==> src/rtl/cdc_wr_arbiter.sv <==
// Round-robin arbiter sharing one async-FIFO write port among NUM_REQ write-domain requesters.
// A grant is held for a burst ending on req_last_i or after MAX_BURST beats, followed by one idle cycle.
module cdc_wr_arbiter #(
    parameter int NUM_REQ    = 4,
    parameter int DATA_WIDTH = 8,
    parameter int MAX_BURST  = 4,
    parameter int ID_W       = (NUM_REQ > 1) ? $clog2(NUM_REQ) : 1
) (
    input  logic                          clk_i,
    input  logic                          rst_ni,
    input  logic [NUM_REQ-1:0]            req_valid_i,
    input  logic [NUM_REQ-1:0]            req_last_i,
    input  logic [NUM_REQ*DATA_WIDTH-1:0] req_data_i,
    output logic [NUM_REQ-1:0]            req_ready_o,
    output logic                          fifo_we_o,
    output logic [DATA_WIDTH-1:0]         fifo_din_o,
    input  logic                          fifo_wrdy_i,
    output logic                          busy_o,
    output logic [ID_W-1:0]               grant_id_o
);

    localparam int CNT_W = (MAX_BURST > 1) ? $clog2(MAX_BURST) : 1;
    localparam logic [CNT_W-1:0] LAST_BEAT = CNT_W'(MAX_BURST - 1);
    localparam logic [ID_W-1:0]  LAST_IDX  = ID_W'(NUM_REQ - 1);

    typedef enum logic {IDLE, BUSY} state_t;

    state_t           state, stateNext;
    logic [ID_W-1:0]  grantId, grantIdNext;
    logic [ID_W-1:0]  lastGrant, lastGrantNext;
    logic [CNT_W-1:0] beatCnt, beatCntNext;
    logic             anyReq;
    logic [ID_W-1:0]  pickIdx;
    logic [ID_W:0]    cand;
    logic             grantValid;
    logic             grantLast;
    logic             beatXfer;

    // Circular search starting just after the previous winner; the extra bit absorbs the wrap.
    always_comb begin
        anyReq  = 1'b0;
        pickIdx = '0;
        cand    = '0;
        for (int i = 1; i <= NUM_REQ; i++) begin
            cand = {1'b0, lastGrant} + (ID_W+1)'(i);
            if (cand >= (ID_W+1)'(NUM_REQ)) begin
                cand = cand - (ID_W+1)'(NUM_REQ);
            end
            if (!anyReq && req_valid_i[cand[ID_W-1:0]]) begin
                anyReq  = 1'b1;
                pickIdx = cand[ID_W-1:0];
            end
        end
    end

    assign grantValid = req_valid_i[grantId];
    assign grantLast  = req_last_i[grantId];
    assign beatXfer   = (state == BUSY) && grantValid && fifo_wrdy_i;

    always_comb begin
        stateNext     = state;
        grantIdNext   = grantId;
        lastGrantNext = lastGrant;
        beatCntNext   = beatCnt;
        busy_o        = (state == BUSY);
        grant_id_o    = grantId;
        fifo_we_o     = 1'b0;
        fifo_din_o    = '0;
        req_ready_o   = '0;

        case (state)
            IDLE: begin
                if (anyReq) begin
                    grantIdNext   = pickIdx;
                    lastGrantNext = pickIdx;
                    beatCntNext   = '0;
                    stateNext     = BUSY;
                end
            end
            BUSY: begin
                fifo_we_o  = grantValid;
                fifo_din_o = req_data_i[int'(grantId)*DATA_WIDTH +: DATA_WIDTH];
                for (int k = 0; k < NUM_REQ; k++) begin
                    req_ready_o[k] = fifo_wrdy_i && (grantId == ID_W'(k));
                end
                // Leaving on the final beat means the counter never has to wrap.
                if (beatXfer) begin
                    if (grantLast || (beatCnt == LAST_BEAT)) begin
                        stateNext = IDLE;
                    end else begin
                        beatCntNext = beatCnt + 1'b1;
                    end
                end
            end
            default: stateNext = IDLE;
        endcase
    end

    always_ff @(posedge clk_i or negedge rst_ni) begin
        if (!rst_ni) begin
            state     <= IDLE;
            grantId   <= '0;
            lastGrant <= LAST_IDX;
            beatCnt   <= '0;
        end else begin
            state     <= stateNext;
            grantId   <= grantIdNext;
            lastGrant <= lastGrantNext;
            beatCnt   <= beatCntNext;
        end
    end

endmodule

==> config.mk <==
export PLATFORM = sky130hd
export DESIGN_NAME = cdc_wr_arbiter
export DESIGN_NICKNAME = d
export VERILOG_FILES = /design/src/rtl/cdc_wr_arbiter.sv
export SDC_FILE = /design/constraint.sdc
export NUM_CORES = 1
export LEC_CHECK = 0
export ABC_AREA = 1
export ABC_CLOCK_PERIOD_IN_PS = 1910
export CAP_MARGIN = 20
export CORE_MARGIN = 2
export CORE_UTILIZATION = 25
export CTS_BUF_LIST = sky130_fd_sc_hd__clkbuf_4
export CTS_CLUSTER_SIZE = 14
export DETAILED_ROUTE_END_ITERATION = 8
export GPL_TIMING_DRIVEN = 1
export HOLD_SLACK_MARGIN = 0.03
export SLEW_MARGIN = 20
export SYNTH_ARGS = -nofsm -noshare
export SYNTH_HDL_FRONTEND = slang
export SYNTH_SLANG_ARGS = --single-unit
==> constraint.sdc <==
create_clock -name clk_i -period 1.91 [get_ports clk_i]
set_input_delay 0.382 -clock clk_i [delete_from_list [all_inputs] [get_ports clk_i]]
set_output_delay 0.382 -clock clk_i [all_outputs]
set_load 0.05 [all_outputs]
# Word-level counts from Yosys, hierarchy flattened
# Cells that the tools add are included.
[word_totals] n_memories=0 mem_bits_rw=0 out_inout_bits=16 regBits=7 latch_bits=0 romBits=0 elab_cells=82 input_bits=43
[op_classes] n_mul=0 n_eq_ne=7 add_sub_neg=9 div=0 n_reduce_logical=16 shift=1 mux=35 n_lt_le_gt_ge=9 bitwise=1
[op_table] cell="$shiftx A32 B6 Y8" count=1
[op_table] cell="$mux W2" count=11
[op_table] cell="$lt A2 B3 Y1 const B" count=5
[op_table] cell="$mux W1" count=14
[op_table] cell="$bmux W1 S2" count=6
[op_table] cell="$ge A3 B3 Y1 const B" count=4
[op_table] cell="$logic_and A1 B1 Y1" count=9
[op_table] cell="$mux W8" count=1
[op_table] cell="$sub A2 B1 Y2 const B" count=4
[op_table] cell="$add A2 B2 Y3 const B" count=2
[op_table] cell="$eq A2 B2 Y1 const B" count=3
[op_table] cell="$mux W4" count=1
[op_table] cell="$ne A2 B2 Y1 const B" count=2
[op_table] cell="$pmux W2 S2" count=1
[op_table] cell="$add A2 B1 Y3 const B" count=1
[op_table] cell="$add A2 B3 Y3 const B" count=1
[op_table] cell="$logic_not A1 Y1" count=3
[op_table] cell="$reduce_and A3 Y1" count=1
[op_table] cell="$add A2 B1 Y2 const B" count=1
[op_table] cell="$eq A2 B1 Y1 const B" count=1
[op_table] cell="$logic_not A2 Y1" count=1
[op_table] cell="$ne A2 B1 Y1 const B" count=1
[op_table] cell="$pmux W1 S2" count=1
[op_table] cell="$reduce_and A2 Y1" count=1
[op_table] cell="other kinds (2)" count=2

# Logic depth before layout (Yosys ltp)
[logic_depth] ltp_word=17 depth_mapped=13 ltp_nobuf=12

# Worst setup path after synthesis
# Ideal clock, no wire load.
[synth_timing] kind="reg-to-output" start="register grantId[1] (netlist: grant_id_o[1])" end="output fifo_din_o[0]" arrival_time_ps=1969 n_path_buf=1 path_slack_ps=-441 required_time_ps=1528 path_stages_with_launch=6 path_cell_list="dfrtp_1 -> buf_2 -> nand2_1 -> inv_2 -> a22oi_1 -> a21oi_1"
[synth_via] elab_chain_len=2
[synth_lines] item="start: declaration" line="29" rtl="logic [ID_W-1:0] grantId, grantIdNext;"
[synth_lines] item="start signal: assignment" line="107" rtl="grantId <= grantIdNext;"
[synth_lines] item="$shiftx A32 B6 Y8" line="82" rtl="fifo_din_o = req_data_i[int'(grantId)*DATA_WIDTH +: DATA_WIDTH];"
[synth_lines] item="$mux W8" line="71" rtl="case (state)"
[synth_lines] item="end: declaration" line="16" rtl="output logic [DATA_WIDTH-1:0] fifo_din_o,"
# Every way passes these cells.

# Final worst setup path
[layout_timing] start="register grantId[0] (netlist: grant_id_o[0])" end="output fifo_din_o[5]"
# Same word-level chain as after synthesis.

==> flow_metrics.env <==
export IMPL_ioPinCount=59
export IMPL_reg2reg_depth=11
export IMPL_seq_area_frac_synth_pct=19.9
export IMPL_crit_path_start_kind="flop"
export IMPL_clock_skew_ps=4.56
export IMPL_area_delta_synth_final_pct=125
export IMPL_grt_antenna_before_repair=0
export IMPL_crit_path_end_kind="output pin"
export IMPL_yosysWarnings=0
export IMPL_dpl_worst_slack_ps=76.4
export IMPL_synth_compound_area_share_pct=20.2
export IMPL_final_area_um2=2000
export IMPL_grt_max_degree=12
export IMPL_place_inst=239
export IMPL_holdWs_ps=386
export IMPL_clockBufferDepth=2
export IMPL_setup_ws_ps=16.1
export IMPL_cts_hold_buf=0
export IMPL_routed_wl_um=3390
export IMPL_synthCells=135
export IMPL_post_drt_wl_per_cell_um=13.3
export IMPL_powerDensity_nw_per_um2=1960
export IMPL_numCtsBuffers=3
export IMPL_overflow=0
export IMPL_core_area_um2=3390
export IMPL_num_rows=21
export IMPL_cts_reportedPaths_clkPinSlew_ps=60
export IMPL_synth_area_um2=892
export IMPL_report_final_hold_viol_count=0
export IMPL_cts_sinks=7
export IMPL_final_common_cell="clkdlybuf4s50_1"
export IMPL_min_period_ps=1890
export IMPL_ys_ff_latch=7
export IMPL_final_cell_mix="clkdlybuf4s50_1, nand2_1, buf_12"
export IMPL_layout_nets=254
export IMPL_post_route_period_util_pct=99.2
export IMPL_timing_fmax_mhz=528
export IMPL_diodes=0
export IMPL_drive_above_1_share_pct=43.5
export IMPL_regArea_um2=181
export IMPL_start_util_pct=26.3
export IMPL_r2r_start="grant_id_o[0]"
export IMPL_firstDrtPassIters=4
export IMPL_gp_congestion=0.828
export IMPL_ys_types=24
export IMPL_cp_slowest_cell="dfrtp_2"
export IMPL_grt_pass1_vias=1128
export IMPL_worstSetupPathType="flop to output pin"
export IMPL_hpwlAfterDp_um=2550
export IMPL_rsz0062_at_grt="true"
export IMPL_critPathMostFrequentCell="buf_12"
export IMPL_worstReg2RegEnd="beatCnt[0]"
export IMPL_syn_area_per_cell_um2=6.61
export IMPL_synth_top_family_by_area="simple AND/OR/NAND/NOR gates"
export IMPL_io_buffer_count=58
export IMPL_drv_slew=0
export IMPL_worst_pin_slew_ps=306
export IMPL_synth_fp_nets=179
export IMPL_relSlewSlack_pct=79.5
export IMPL_insertion_delay_ps=250
export IMPL_fp_dieH_um=63.7
export IMPL_outcome="finished, final reports clean"
export IMPL_synth_xor_area_share_pct=0
export IMPL_min_delay_path_class="input pin to asynchronous set/reset pin"
export IMPL_fillers=288
export IMPL_path_cells="inv_4, nor2_4, buf_12, a22oi_1, a21oi_4, buf_12"
export IMPL_drv_cap=0
export IMPL_synthSimpleGateAreaFrac_pct=49.4
export IMPL_post_route_drc_count=0
export IMPL_finalSetupViolCount=0
export IMPL_rrSetupSlack_ps=230
export IMPL_cp_required_ps=1530
export IMPL_cp_slowest_stage_delay_ps=460
export IMPL_leakagePower_uw=0.000860
export IMPL_synth_fa_ha_area_share_pct=1.40
export IMPL_via_count=1173
export IMPL_synthMuxAreaShare_pct=0
export IMPL_die_w_um=63.7
export IMPL_dieArea_um2=4060
export IMPL_cp_arrival_ps=1510
export IMPL_viasPerCell=4.60
export IMPL_drt_iter0_markers=43
export IMPL_layout_cells_non_filler=255
export IMPL_post_dp_cell_area_um2=1810
export IMPL_cts_tree="done"
export IMPL_critPathMaxFanout=9
export IMPL_cts_root_buffer="clkbuf_4"
export IMPL_cts_max_level=1
export IMPL_peakVddDrop_mv=1.01
export IMPL_multi_input_area_um2=813
export IMPL_grt_pass1_wl_um=5330
export IMPL_total_power_uw=3920
export IMPL_ant_nets=0
export IMPL_grt_use_total_pct=16.2
[cell usage after synthesis (all sizes together)]
library cell	instances	share of area, %
nand2	53	31
a22oi	16	13
inv	15	6.9
nand3	12	7.9
nor2	11	7.0
a21oi	8	4.5
dfrtp	5	14
o21ai	4	2.2
buf	3	2.2
dfstp	2	5.9
nand4	2	1.4
nor3	2	1.1
ha	1	1.4
nand3b	1	1.3
[area by class of cell]
| type | count | area share, % |
|---|---|---|
| repair buffers | 72 | 42.2 |
| multi-input cells | 110 | 40.6 |
| flip-flops and latches | 7 | 9.05 |
| inverters | 15 | 3.56 |
| well taps | 46 | 2.87 |
| clock buffers | 3 | 1.12 |
| repair inverters | 1 | 0.375 |
| clock inverters | 1 | 0.250 |
[per-layer routing]
layer  track usage (%)  wire length (um)
met5                 0                 0
met4              2.45                 5
met3              3.35               242
met2              27.2              1570
met1              21.7              1570
[sequential cells by signal (all words and copies together), names as in the netlist]
register	flops
lastGrant	2
beatCnt	2
busy_o	1
grant_id_o	2
[report_power, final]
group	internal [uW]	switching [uW]	leakage [uW]	total, uW
logic	1530	1880	0.000765	3420
clock network	76.6	58.2	0.0000177	135
registers	239	130	0.0000777	369
[cell families (layout without fill, tap and decap cells)]
logic type,after synthesis,count (layout)
AO/OA/AOI/OAI,28,28
AND/OR/NAND/NOR,81,81
adder cells (fa/ha/maj),1,1
buffers and inverters,18,92
flip-flops,7,7
[stage by stage]
step	util [%]	TNS, ps
6_report	59.1	0
4_1_cts	55.2	-179
2_1_floorplan	-	0
5_1_grt	59.1	-383
3_5_place_dp	53.3	0
3_3_place_gp	53.3	0
[what timing repair did]
action | 4_1_cts | 5_1_grt
pin swaps | 0 | 4
cloned | 1 | 0
setup endpoints to repair | 5 | 9
gates resized for setup | 5 | 14
setup buffers | 2 | 9
[worst max-delay path by stage]
| stage | from | endpoint | slack (ps) | cells past startpoint |
|---|---|---|---|---|
| after floorplan | busy_o | fifo_din_o[0] | 20 | 3 |
| final | grant_id_o[0] | fifo_din_o[5] | 20 | 6 |
| after detailed placement | req_valid_i[3] | fifo_we_o | 80 | 6 |
| after global placement | req_valid_i[0] | grant_id_o[0] | 90 | 10 |
| after CTS | grant_id_o[0] | fifo_din_o[7] | -40 | 6 |
| after global routing | grant_id_o[0] | fifo_din_o[2] | -70 | 6 |
[worst max-delay path, delay by kind of cell (launching register included)]
kind	cells	cell delay, ps
flops	1	460
buf+inv	3	400
compound gates	2	340
simple gates	1	60
Power figures use the tool's default switching activity.
